### config.mk
export PLATFORM = sky130hd
export DESIGN_NAME = sequential_divider_const_time
export DESIGN_NICKNAME = d
export VERILOG_FILES = /design/src/rtl/sequential_divider_const_time.sv
export SDC_FILE = /design/constraint.sdc
export NUM_CORES = 1
export LEC_CHECK = 0
export CORE_MARGIN = 2
export CORE_UTILIZATION = 50
export CTS_BUF_LIST = sky130_fd_sc_hd__clkbuf_4
export CTS_CLUSTER_SIZE = 16
export DETAILED_ROUTE_END_ITERATION = 7
export DONT_BUFFER_PORTS = 1
export PLACE_DENSITY = 0.62
export SETUP_SLACK_MARGIN = 0.3
export SYNTH_ARGS = -nofsm -noshare
export SYNTH_HDL_FRONTEND = slang
export SYNTH_SLANG_ARGS = --single-unit
export TNS_END_PERCENT = 1
### constraint.sdc
create_clock -name clk -period 4.4 [get_ports clk]
set_input_delay 0.88 -clock clk [delete_from_list [all_inputs] [get_ports clk]]
set_output_delay 0.88 -clock clk [all_outputs]
set_load 0.03 [all_outputs]
### src/rtl/sequential_divider_const_time.sv
// ----------------------------------------------------------------------------
// sequential_divider_const_time
//
// Constant-time unsigned restoring divider. One quotient bit is produced per
// clock, and every operation takes exactly WIDTH cycles from the accepting
// edge to quotientDone, whatever the operands are (divide-by-zero included).
// It uses the same start/done handshake as the constant-time shift-add
// multiplier that sits beside it in the arithmetic unit.
//
// Handshake: start is sampled only in IDLE or DONE. A high start on a rising
// edge in either state accepts the operands on that edge. busy is high
// throughout the WIDTH calculation cycles. quotientDone goes high after the
// last step and stays high until the next accepted start. quotient,
// remainder and divByZero are valid while quotientDone is high. Any start
// seen during CALC is ignored.
//
// Ports
//   clk          in   1      rising-edge clock
//   rst          in   1      asynchronous active-high reset, aborts any op
//   start        in   1      operation request
//   dividend     in   WIDTH  unsigned dividend, captured on the accept edge
//   divisor      in   WIDTH  unsigned divisor, captured on the accept edge
//   quotient     out  WIDTH  registered quotient
//   remainder    out  WIDTH  registered remainder
//   quotientDone out  1      result valid (DONE state)
//   busy         out  1      calculation in progress (CALC state)
//   divByZero    out  1      captured divisor was zero (with quotientDone)
//   o_dbg_state  out  2      current FSM state, for observation only
// ----------------------------------------------------------------------------
module sequential_divider_const_time #(
    parameter int WIDTH = 16
) (
    input  logic             clk,
    input  logic             rst,
    input  logic             start,
    input  logic [WIDTH-1:0] dividend,
    input  logic [WIDTH-1:0] divisor,
    output logic [WIDTH-1:0] quotient,
    output logic [WIDTH-1:0] remainder,
    output logic             quotientDone,
    output logic             busy,
    output logic             divByZero,
    output logic [1:0]       o_dbg_state
);

    localparam int CW = (WIDTH > 2) ? $clog2(WIDTH) : 1;

    typedef enum logic [1:0] {
        ST_IDLE = 2'd0,
        ST_CALC = 2'd1,
        ST_DONE = 2'd2
    } state_t;

    state_t r_state;
    state_t w_state_next;

    logic [WIDTH-1:0] r_dq;         // dividend shifting out, quotient shifting in
    logic [WIDTH-1:0] r_dv;         // captured divisor
    logic [WIDTH-1:0] r_pr;         // partial remainder
    logic [CW-1:0]    r_count;      // index of the step being performed
    logic [WIDTH-1:0] r_quotient;
    logic [WIDTH-1:0] r_remainder;
    logic             r_done;
    logic             r_dbz;

    logic             w_accept;
    logic             w_last_step;
    logic [WIDTH:0]   w_s;
    logic [WIDTH:0]   w_d;
    logic             w_ge;
    logic [WIDTH-1:0] w_pr_next;
    logic [WIDTH-1:0] w_dq_next;

    // ------------------------------------------------------------------
    // Restoring step. The subtraction is always evaluated so the step
    // costs the same regardless of the data.
    //
    // The partial remainder is conceptually WIDTH+1 bits wide, but after
    // any step its top bit is zero: a kept difference is below the
    // divisor, and a restored shift value is only kept when it is below
    // the divisor too. Only WIDTH bits are therefore stored; the extra
    // bit exists only inside the shift/subtract below.
    // ------------------------------------------------------------------
    always_comb begin
        w_s       = {r_pr, r_dq[WIDTH-1]};
        w_d       = w_s - {1'b0, r_dv};
        w_ge      = ~w_d[WIDTH];
        w_pr_next = w_ge ? w_d[WIDTH-1:0] : w_s[WIDTH-1:0];
        w_dq_next = {r_dq[WIDTH-2:0], w_ge};
    end

    assign w_accept    = start && ((r_state == ST_IDLE) || (r_state == ST_DONE));
    assign w_last_step = (r_state == ST_CALC) && (r_count == CW'(WIDTH - 1));

    // ------------------------------------------------------------------
    // FSM: state register
    // ------------------------------------------------------------------
    always_ff @(posedge clk or posedge rst) begin
        if (rst) begin
            r_state <= ST_IDLE;
        end else begin
            r_state <= w_state_next;
        end
    end

    // ------------------------------------------------------------------
    // FSM: next-state logic
    // ------------------------------------------------------------------
    always_comb begin
        w_state_next = r_state;
        case (r_state)
            ST_IDLE: begin
                if (start) begin
                    w_state_next = ST_CALC;
                end
            end
            ST_CALC: begin
                if (r_count == CW'(WIDTH - 1)) begin
                    w_state_next = ST_DONE;
                end
            end
            ST_DONE: begin
                if (start) begin
                    w_state_next = ST_CALC;
                end
            end
            default: begin
                w_state_next = ST_IDLE;
            end
        endcase
    end

    // ------------------------------------------------------------------
    // Datapath working registers
    // ------------------------------------------------------------------
    always_ff @(posedge clk or posedge rst) begin
        if (rst) begin
            r_dq    <= '0;
            r_dv    <= '0;
            r_pr    <= '0;
            r_count <= '0;
        end else if (w_accept) begin
            r_dq    <= dividend;
            r_dv    <= divisor;
            r_pr    <= '0;
            r_count <= '0;
        end else if (r_state == ST_CALC) begin
            r_dq    <= w_dq_next;
            r_pr    <= w_pr_next;
            r_count <= r_count + CW'(1);
        end
    end

    // ------------------------------------------------------------------
    // Result registers: written only on the final step, so the previous
    // result stays visible throughout a new calculation. Done and the
    // divide-by-zero flag drop on the accepting edge.
    // ------------------------------------------------------------------
    always_ff @(posedge clk or posedge rst) begin
        if (rst) begin
            r_quotient  <= '0;
            r_remainder <= '0;
            r_done      <= 1'b0;
            r_dbz       <= 1'b0;
        end else if (w_accept) begin
            r_done      <= 1'b0;
            r_dbz       <= 1'b0;
        end else if (w_last_step) begin
            r_quotient  <= w_dq_next;
            r_remainder <= w_pr_next;
            r_done      <= 1'b1;
            r_dbz       <= (r_dv == '0);
        end
    end

    assign quotient     = r_quotient;
    assign remainder    = r_remainder;
    assign quotientDone = r_done;
    assign divByZero    = r_dbz;
    assign busy         = (r_state == ST_CALC);
    assign o_dbg_state  = r_state;

endmodule
==> metrics.txt <==
mean cell area of the mapped netlist 9.91 µm²; violation count after the first detailed-routing iteration 175; post-synth design cell area 4410 µm²; count of nets left with antenna violations after detail routing 0; worst max-slew margin expressed relative to the limit 33.4%; Clk Latency, worst-skew pair 440 ps; cell at the root of the clock tree sky130_fd_sc_hd__clkbuf_4; CP Capture Type flip-flop; post-cts sizing count 0; Worst EP required 4730 ps; final antenna diode count 0; Area Growth Syn to Fin 4.57%; final-report hold violation count 0; final worst-path cycle share 78.6%; category of the most critical setup path flip-flop to flip-flop; arrival time of the worst setup path 3790 ps; worst hold-check path type input pin to asynchronous set/reset pin; Avg Vias per Cell 5.74; Post-synth EDFFs 0; maximum number of pins on one net before global-route repair 58; via count of the first global-routing pass 3,305; clk buf depth 2; Post-Route Setup TNS 0 ps; fill cell instance count of the final layout 806; TritonCTS clock tree done; Setup-failing EPs final 0; sequential fraction of the synthesis area 50.0%; CTS Hold Bufs 0; DRC Markers 0; async set or reset register ratio after synthesis 100%; number of buffer cells added on primary ports 0; post-detailed-placement half-perimeter wirelength 6940 µm; worst-path maximum fanout 18; GP Congestion 0.895; clock skew after layout 31.5 ps; Die Y-Extent 97.9 µm; Initial Util 51.0%; Final nets 492; total routing usage reported by global routing 21.8%; CTS buffer count 9; setup slack after layout 942 ps; instance count of the mapped netlist 445; number of max-capacitance violations reported 0; average wire per cell in the routed design 17.5 µm; flop and latch count out of synthesis 88; Post-Place Worst Slack 999 ps; Post-Syn Nets 498; startpoint type of the worst setup path flip-flop; # clock sinks 88; actual transition at the worst max-transition pin 995 ps; ports placed on the boundary 72; H-tree depth 3; total via count in the routed design 3,170; drt total wl 9680 µm; worst reg2reg setup slack 940 ps; Yosys warning count 0; Core Footprint 8640 µm²; clock input transition at the sequential cells of the worst setup and hold paths 160 ps; GRT overflow 0; Max Freq 0.289 GHz; status completed; max-slew violation total from the final report 0; Unique masters post-synth 47; post-CTS setup buffer count 0; final instance area 4610 µm²; total placed instance area 4480 µm²; wire length of the first global-routing pass 16,800 µm; RSZ-0062 raised after global routing no; site row count 34; Most used DFF post-synth sky130_fd_sc_hd__dfrtp_1; number of search-and-repair iterations in the first detailed-routing pass 4; initial antenna violation count 0; die area 9580 µm²; post-layout minimum cycle time 3460 ps; layout cells sized above 1 11.3%; Die X-Extent 97.9 µm
stage by stage:
step	utilization (%)	hold slack, ps	cells
floorplan	-	450	445
global placement	51.9	473	536
detailed placement	51.9	475	536
CTS	53.4	493	552
global route	53.4	505	552
finish	53.4	481	552
path summary, 6_finish.rpt:
check,startpoint,endpoint,depth (start not counted)
max,r_dq[15],remainder[15],11
min,rst,quotient[2],1
max reg2reg,r_dq[15],remainder[15],11
min reg2reg,r_count[3],r_count[3],1
max in group asynchronous,rst,r_dv[15],2
min in group clk,r_count[3],r_count[3],1
worst max-delay path: stages, from the launching register on:
cell,delay [ps]
sky130_fd_sc_hd__dfrtp_1,390
sky130_fd_sc_hd__inv_1,100
sky130_fd_sc_hd__ha_1,170
sky130_fd_sc_hd__inv_1,50
sky130_fd_sc_hd__fa_1,410
sky130_fd_sc_hd__a211oi_1,350
sky130_fd_sc_hd__o211ai_2,140
sky130_fd_sc_hd__a211oi_2,350
sky130_fd_sc_hd__o31ai_4,120
sky130_fd_sc_hd__xor2_4,640
sky130_fd_sc_hd__mux2_4,360
sky130_fd_sc_hd__mux2_2,260
cells in the mapped netlist (6+ instances only):
master                     instances  area (µm²)
sky130_fd_sc_hd__a21oi_1          17        85.1
sky130_fd_sc_hd__a22oi_1           9        67.6
sky130_fd_sc_hd__a31oi_1           6        37.5
sky130_fd_sc_hd__clkbuf_1         16        60.1
sky130_fd_sc_hd__dfrtp_1          88        2200
sky130_fd_sc_hd__ha_1             17         213
sky130_fd_sc_hd__inv_1            19        71.3
sky130_fd_sc_hd__mux2_2           18         203
sky130_fd_sc_hd__mux2i_1          16         160
sky130_fd_sc_hd__nand2_1          92         345
sky130_fd_sc_hd__nand2b_1          7        43.8
sky130_fd_sc_hd__nor2_1           16        60.1
sky130_fd_sc_hd__o21ai_0          40         200
sky130_fd_sc_hd__o21ai_1          16        80.1
sky130_fd_sc_hd__xnor2_1           8        70.1
layout by cell type (no fill, tap or decap), drive strengths merged, types with 2 or more instances in the layout:
cell type  Yosys  final
nor4           5      5
and3           2      2
xnor2          8      8
nand4          5      5
buf            3      5
inv           19     20
clkbuf        19     10
clkinv         1      4
nand3          3      3
dfrtp         88     88
nor2b          2      2
and2           2      2
xor2           6      6
a22oi          9      9
nor2          16     16
nand2b         7      7
a21boi         2      2
o311ai         2      2
a21o           2      2
a31oi          6      6
o211ai         5      5
a21oi         18     18
clkinvlp       0      2
mux2i         16     16
ha            17     17
nand2         92     92
o21ai         56     56
mux2          19     19
a22o           3      3
a211oi         5      5
sequential cells by signal, indices dropped and copies added, names as in the netlist:
signal,flops
r_dq,16
quotientDone,1
r_count,4
remainder,16
divByZero,1
r_dv,16
o_dbg_state,2
r_pr,16
quotient,16
metal layers:
layer	global-route usage [%]	vias to the layer above	routed length, µm
met5	0	-	0
met4	4.81	0	65
met3	6.08	7	580
met2	33.8	91	4370
met1	31.0	1539	4670
li1	-	1533	-
cell type report:
cell class,count,area [µm²],share of cell area (%)
repair buffers,5,37.5,0.814
clock inverters,6,52.6,1.14
flip-flops and latches,88,2200,47.8
inverters,20,76.3,1.66
clock buffers,10,75.1,1.63
multi-input cells,315,2030,44.1
well taps,108,135,2.93
logic make-up (layout without fill, tap and decap cells):
kind of cell               count (synthesis)  after routing  share of synthesized area (%)
AOI/OAI and AO/OA                        112            112                           15.8
xor gates and xnor gates                  14             14                           3.21
adders and majority gates                 18             18                           5.28
buffers and inverters                     42             41                           4.14
DFF                                       88             88                           50.0
muxes                                     35             35                           8.57
and+or+nand+nor                          136            136                           13.1
Power is not shown: default switching activity piles up to over one toggle a cycle in this logic, so the estimate is an artifact.
